===== src/rtl/fp_pkg.sv =====
// fp_pkg: shared single-precision constants, field layout, FSM state type
// and classification helpers for the float power unit and its multiplier.
package fp_pkg;

  localparam int SIGN_W = 1;
  localparam int EXP_FW = 8;
  localparam int MANT_W = 23;

  localparam logic [31:0]        FP_ONE  = 32'h3F800000;
  localparam logic [31:0]        FP_QNAN = 32'h7FC00000;
  localparam logic [31:0]        FP_PINF = 32'h7F800000;
  localparam logic signed [9:0]  FP_BIAS = 10'sd127;

  typedef struct packed {
    logic [SIGN_W-1:0] sign;
    logic [EXP_FW-1:0] exp;
    logic [MANT_W-1:0] mant;
  } fp32_t;

  typedef enum logic [1:0] {IDLE, RUN, DONE} state_t;

  function automatic logic is_nan(input logic [31:0] x);
    return (x[30:23] == 8'hFF) && (x[22:0] != '0);
  endfunction

  function automatic logic is_inf(input logic [31:0] x);
    return (x[30:23] == 8'hFF) && (x[22:0] == '0);
  endfunction

  // Zero exponent field covers denormals too; they are flushed to zero.
  function automatic logic is_zero(input logic [31:0] x);
    return x[30:23] == '0;
  endfunction

endpackage


===== src/rtl/fp_mul.sv =====
// fp_mul: combinational single-precision multiply, truncating rounding,
// denormals flushed to zero, overflow to signed inf, underflow to signed zero.
// Ports:
//   inputA, inputB : IEEE-754 single operands
//   out            : IEEE-754 single product
module fp_mul
  import fp_pkg::*;
(
  input  logic [31:0] inputA,
  input  logic [31:0] inputB,
  output logic [31:0] out
);

  fp32_t a, b;
  assign a = inputA;
  assign b = inputB;

  logic               sgn;
  logic [47:0]        prod;
  logic signed [9:0]  exp_s;
  logic [22:0]        mant;
  logic               unused_ok;

  // Low product bits fall below the kept mantissa and are truncated away.
  assign unused_ok = ^prod[22:0];

  always_comb begin
    sgn   = a.sign ^ b.sign;
    prod  = {1'b1, a.mant} * {1'b1, b.mant};
    // Product of two [1,2) mantissas lies in [1,4): one shift at most.
    exp_s = $signed({2'b00, a.exp}) + $signed({2'b00, b.exp}) - FP_BIAS
          + $signed({9'b0, prod[47]});
    mant  = prod[47] ? prod[46:24] : prod[45:23];
    out   = {sgn, exp_s[7:0], mant};
    if (is_nan(inputA) || is_nan(inputB))
      out = FP_QNAN;
    else if ((is_inf(inputA) && is_zero(inputB)) || (is_zero(inputA) && is_inf(inputB)))
      out = FP_QNAN;
    else if (is_inf(inputA) || is_inf(inputB))
      out = {sgn, FP_PINF[30:0]};
    else if (is_zero(inputA) || is_zero(inputB))
      out = {sgn, 31'b0};
    else if (exp_s > 10'sd254)
      out = {sgn, FP_PINF[30:0]};
    else if (exp_s < 10'sd1)
      out = {sgn, 31'b0};
  end

endmodule


===== src/rtl/fp_pow_int.sv =====
// fp_pow_int: sequential out = inputB ^ inputA (float base, unsigned integer
// exponent) by square-and-multiply over one shared fp_mul.
// Optional macro FP_POW_EARLY_EXIT_EN: abandon the loop as soon as the result
// is known to be NaN.
// Ports:
//   clk, rst  : clock, synchronous active-high reset
//   start     : request, accepted only while busy=0
//   inputA    : unsigned exponent (EXP_W bits), sampled on accept
//   inputB    : IEEE-754 single base, sampled on accept
//   busy      : high from accept through the done cycle
//   done      : one-cycle pulse, out valid then and held afterwards
//   out       : IEEE-754 single result
module fp_pow_int
  import fp_pkg::*;
#(
  parameter int EXP_W = 8
) (
  input  logic             clk,
  input  logic             rst,
  input  logic             start,
  input  logic [EXP_W-1:0] inputA,
  input  logic [31:0]      inputB,
  output logic             busy,
  output logic             done,
  output logic [31:0]      out
);

  state_t           state_q, state_d;
  logic [31:0]      acc, acc_d;
  logic [31:0]      sq, sq_d;
  logic [EXP_W-1:0] e, e_d;
  logic [31:0]      out_q, out_d;
  logic [31:0]      mul_a, mul_out;
  logic             early;

  // A set low bit multiplies into acc; otherwise square the running base.
  assign mul_a = e[0] ? acc : sq;

  fp_mul u_mul (
    .inputA (mul_a),
    .inputB (sq),
    .out    (mul_out)
  );

`ifdef FP_POW_EARLY_EXIT_EN
  // NaN in acc is sticky; NaN in sq reaches acc once any exponent bit is left.
  assign early = is_nan(acc) || (is_nan(sq) && (e != '0));
`else
  assign early = 1'b0;
`endif

  always_comb begin
    state_d = state_q;
    acc_d   = acc;
    sq_d    = sq;
    e_d     = e;
    out_d   = out_q;
    case (state_q)
      IDLE: begin
        if (start) begin
          acc_d = FP_ONE;
          sq_d  = inputB;
          e_d   = inputA;
          if (inputA == '0) begin
            state_d = DONE;
            out_d   = FP_ONE;
          end else begin
            state_d = RUN;
          end
        end
      end
      RUN: begin
        if (early) begin
          state_d = DONE;
          out_d   = FP_QNAN;
        end else if (e == '0) begin
          state_d = DONE;
          out_d   = acc;
        end else if (e[0]) begin
          acc_d  = mul_out;
          e_d[0] = 1'b0;
        end else begin
          sq_d = mul_out;
          e_d  = e >> 1;
        end
      end
      DONE:    state_d = IDLE;
      default: state_d = IDLE;
    endcase
  end

  always_ff @(posedge clk) begin
    if (rst) begin
      state_q <= IDLE;
      acc     <= '0;
      sq      <= '0;
      e       <= '0;
      out_q   <= '0;
    end else begin
      state_q <= state_d;
      acc     <= acc_d;
      sq      <= sq_d;
      e       <= e_d;
      out_q   <= out_d;
    end
  end

  assign busy = (state_q != IDLE);
  assign done = (state_q == DONE);
  assign out  = out_q;

endmodule

===== config.mk =====
export PLATFORM = sky130hd
export DESIGN_NAME = fp_pow_int
export DESIGN_NICKNAME = d
export VERILOG_FILES = /design/src/rtl/fp_pkg.sv /design/src/rtl/fp_mul.sv /design/src/rtl/fp_pow_int.sv
export SDC_FILE = /design/constraint.sdc
export NUM_CORES = 2
export LEC_CHECK = 0
export ABC_CLOCK_PERIOD_IN_PS = 11940
export CAP_MARGIN = 20
export CORE_MARGIN = 2
export CORE_UTILIZATION = 55
export DETAILED_ROUTE_END_ITERATION = 8
export DONT_BUFFER_PORTS = 1
export GPL_TIMING_DRIVEN = 0
export PLACE_DENSITY = 0.7
export SLEW_MARGIN = 20
export SYNTH_ARGS = -nofsm -noshare
export SYNTH_HDL_FRONTEND = slang
export SYNTH_SLANG_ARGS = --single-unit

===== constraint.sdc =====
create_clock -name clk -period 11.94 [get_ports clk]
set_input_delay 2.388 -clock clk [delete_from_list [all_inputs] [get_ports clk]]
set_output_delay 2.388 -clock clk [all_outputs]
set_load 0.005 [all_outputs]

==> impl_metrics.env <==
export IMPL_status="completed"
export IMPL_seq_area_um2=2122
export IMPL_setup_violations_final=0
export IMPL_cts_clk_slew_worst_paths_ns=0.08
export IMPL_multi_input_area_um2=19290
export IMPL_ys_types=84
export IMPL_layout_min_cycle_time_ns=11.68
export IMPL_tns_ns=0
export IMPL_path_class="reg -> reg"
export IMPL_reg2reg_depth=38
export IMPL_synth_area_um2=24110
export IMPL_min_path_cells=2
export IMPL_rrSetupSlack_ns=0.26
export IMPL_synth_flop_cell="dfxtp_1"
export IMPL_track_usage_pct=37.58
export IMPL_r2r_end="acc[17]$_SDFFE_PP0P_"
export IMPL_synth_warnings=0
export IMPL_rr_startpoint="sq[14]$_SDFFE_PP0P_"
export IMPL_fin_cells=3424
export IMPL_worstPathRequired_ns=12.18
export IMPL_rsz0062_at_grt="false"
export IMPL_first_pass_iters=6
export IMPL_power_density_nw_per_um2=87.04
export IMPL_core_rowCount=76
export IMPL_crit_path_end_kind="flop"
export IMPL_clockBufferDepth=2
export IMPL_die_area_um2=45540
export IMPL_synth_area_per_cell_um2=8.600
export IMPL_die_w_um=213.4
export IMPL_viasPerCell=5.983
export IMPL_ant_nets=0
export IMPL_dpl_instance_area_um2=24850
export IMPL_fillCellCount=3937
export IMPL_worst_slew_pin_slew_ns=1.066
export IMPL_drive_gt1_share_pct=4.594
export IMPL_vias=20490
export IMPL_die_h_um=213.4
export IMPL_min_period_over_period_pct=97.83
export IMPL_cp_common_cell="fa_1"
export IMPL_synth_edf_count=0
export IMPL_wirelength_mm=83.10
export IMPL_p_leak_nw=12.12
export IMPL_area_growth_pct=5.391
export IMPL_cap_violations=0
export IMPL_worstHoldPathType="reg -> reg"
export IMPL_cp_slowest_stage_delay_ns=0.84
export IMPL_design_area_um2=25410
export IMPL_crit_slowest_cell="clkbuf_1"
export IMPL_grt_pass1_wl_mm=125.7
export IMPL_cts_root_buf="clkbuf_16"
export IMPL_antenna_found_initial=13
export IMPL_crit_cells=38
export IMPL_grt_max_degree=18
export IMPL_fmax_mhz=85.61
export IMPL_port_buffers=0
export IMPL_ys_seq_area_share_pct=8.800
export IMPL_ys_seq_elements=106
export IMPL_vdd_drop_max_mv=0.09325
export IMPL_dp_cells=3389
export IMPL_finalMaxSlewViolations=0
export IMPL_worstSetupEndpoint="acc[17]$_SDFFE_PP0P_"
export IMPL_arrival_ns=11.93
export IMPL_fp_coreArea_um2=43170
export IMPL_cts_sinks=106
export IMPL_finalHoldViolations=0
export IMPL_wire_per_inst_um=24.27
export IMPL_synth_nets=3508
export IMPL_crit_path_start="sq[14]$_SDFFE_PP0P_"
export IMPL_ios=77
export IMPL_grt_pass1_vias=21320
export IMPL_syn_inst=2804
export IMPL_htree_num_levels=3
export IMPL_cts_tree="built"
export IMPL_cts_buffers=9
export IMPL_grt_overflow=0
export IMPL_finalWeightedCongestion=0.9973
export IMPL_drc=0
export IMPL_drt_iter0_drc=1998
export IMPL_async_reset_ff_share_pct=0
export IMPL_skew_ns=0.01118
export IMPL_cp_top_family="adder cells"
export IMPL_finalNetCount=3529
export IMPL_timing_slew_headroom_pct=28.38
export IMPL_start_util_pct=55.86
export IMPL_crit_path_start_kind="flop"
export IMPL_ctsHoldBuffers=0
export IMPL_dp_hpwl_mm=67.61
export IMPL_critPathMaxFanout=10
export IMPL_clock_latency_ns=0.36
export IMPL_crit_buf_inv=12
==> worst register-to-register path, delay by kind of cell, from the launching register on <==
| family | cells | cell delay [ns] |
|---|---|---|
| AOI/OAI and AO/OA | 10 | 2.45 |
| buffers and inverters | 12 | 2.70 |
| and+or+nand+nor | 4 | 1.03 |
| adders and majority gates | 10 | 4.35 |
| DFF | 1 | 0.42 |
| xor gates and xnor gates | 2 | 0.65 |
==> report_power, final <==
part | internal (W) | switching, W | leakage (nW)
combinational | 0.000493 | 0.000990 | 11.1
clock | 0.000165 | 0.000144 | 0.142
sequential | 0.000380 | 0.0000412 | 0.863
total | 0.00104 | 0.00117 | 12.1
==> cell type report <==
class                      instances  share of cell area, %
antenna                            9                0.08862
buffer                           148                  2.511
clock buffer                      11                 0.9157
clock inverter                     5                 0.2462
inverter                         584                  8.655
multi-input combinational       1961                  75.91
sequential                       106                  8.350
tap                              585                  2.880
timing repair buffer              15                 0.4431
==> layout by cell type, fill, tap and decap left out, types with 9 or more instances in the layout <==
master / count
a21o_1: 9
a21oi_1: 92
a22oi_1: 27
a311oi_1: 9
and2_1: 174
and3_1: 31
buf_4: 20
clkbuf_1: 117
clkbuf_16: 9
clkbuf_2: 15
dfxtp_1: 106
diode_2: 9
fa_1: 482
ha_1: 178
inv_1: 581
mux2_2: 26
mux2i_1: 23
nand2_1: 367
nand2b_1: 13
nand3_1: 14
nand4_1: 21
nor2_1: 152
nor2b_1: 26
nor3_1: 25
nor4_1: 19
o211ai_1: 13
o21a_1: 15
o21ai_0: 71
o22ai_1: 20
xnor2_1: 16
xor2_1: 15
==> flip-flops by register name, summed over array words and instances (netlist names) <==
register and cells:
acc 32, state_q 2, out 32, sq 32, e 8
==> worst min path at each step <==
stage	slack (ns)	startpoint	end
after global placement	0.48	e[4]$_SDFFE_PP0P_	e[3]$_SDFFE_PP0P_
after global routing	0.52	e[3]$_SDFFE_PP0P_	e[2]$_SDFFE_PP0P_
after detailed placement	0.49	acc[27]$_SDFFE_PP0P_	acc[27]$_SDFFE_PP0P_
after CTS	0.50	acc[27]$_SDFFE_PP0P_	acc[27]$_SDFFE_PP0P_
final	0.50	acc[27]$_SDFFE_PP0P_	acc[27]$_SDFFE_PP0P_
after floorplan	0.44	acc[27]$_SDFFE_PP0P_	acc[27]$_SDFFE_PP0P_
==> timing repair <==
action,in CTS,in global routing
gates resized for setup,24,36
pin swaps,0,6
endpoints found under the setup margin,62,59
hold endpoints to repair,0,0
setup buffers,5,10
==> Yosys cell counts, types with 8 or more instances <==
cell	n	area share, %
a31oi_1	8	0.21
o21ai_0	72	1.5
nand3_1	14	0.29
and2_1	174	4.5
a21o_1	9	0.28
clkbuf_1	136	2.1
a211oi_1	8	0.25
a311oi_1	9	0.33
a21oi_1	95	2.0
nor2_1	152	2.4
o21a_1	15	0.47
nor3_1	25	0.52
inv_1	583	9.1
o211ai_1	13	0.40
a22oi_1	27	0.84
nor4_1	21	0.54
or3_1	8	0.21
fa_1	482	40
buf_2	9	0.19
ha_1	179	9.3
nor2b_1	26	0.67
xnor2_1	16	0.58
nand4_1	21	0.54
mux2_2	26	1.2
o22ai_1	20	0.52
xor2_1	15	0.54
dfxtp_1	106	8.8
nand2b_1	13	0.34
and3_1	31	0.80
nand2_1	367	5.7
mux2i_1	28	1.2
==> routing by layer <==
| metal | track usage (%) | vias up | share of wire (%) | routed length [µm] |
|---|---|---|---|---|
| li1 | - | 8723 | - | - |
| met1 | 46.63 | 10180 | 37 | 30410 |
| met5 | 0 | - | 0.037 | 31 |
| met2 | 59.57 | 1248 | 45 | 37310 |
| met4 | 22.46 | 4 | 7.2 | 6008 |
| met3 | 9.476 | 331 | 11 | 9337 |
==> per-stage QoR <==
step	util [%]	total power, W	hold WS, ns	setup WS, ns
2_1_floorplan	-	0.001354	0.4419	1.931
3_3_place_gp	57.55	0.001816	0.4782	-1.012
3_5_place_dp	57.55	0.001842	0.4890	-1.080
4_1_cts	58.51	0.002158	0.4998	0.02570
5_1_grt	58.85	0.002345	0.5181	0.004090
6_report	58.87	0.002212	0.4995	0.2593
==> logic make-up after synthesis <==
kind of cell	share of synthesized area [%]
compound gates	9.028
xor+xnor	1.224
fa+ha+maj	49.30
buf+inv	11.66
flops	8.800
mux	2.376
simple gates	17.61
Note: power is estimated with default switching activity, not from simulation.
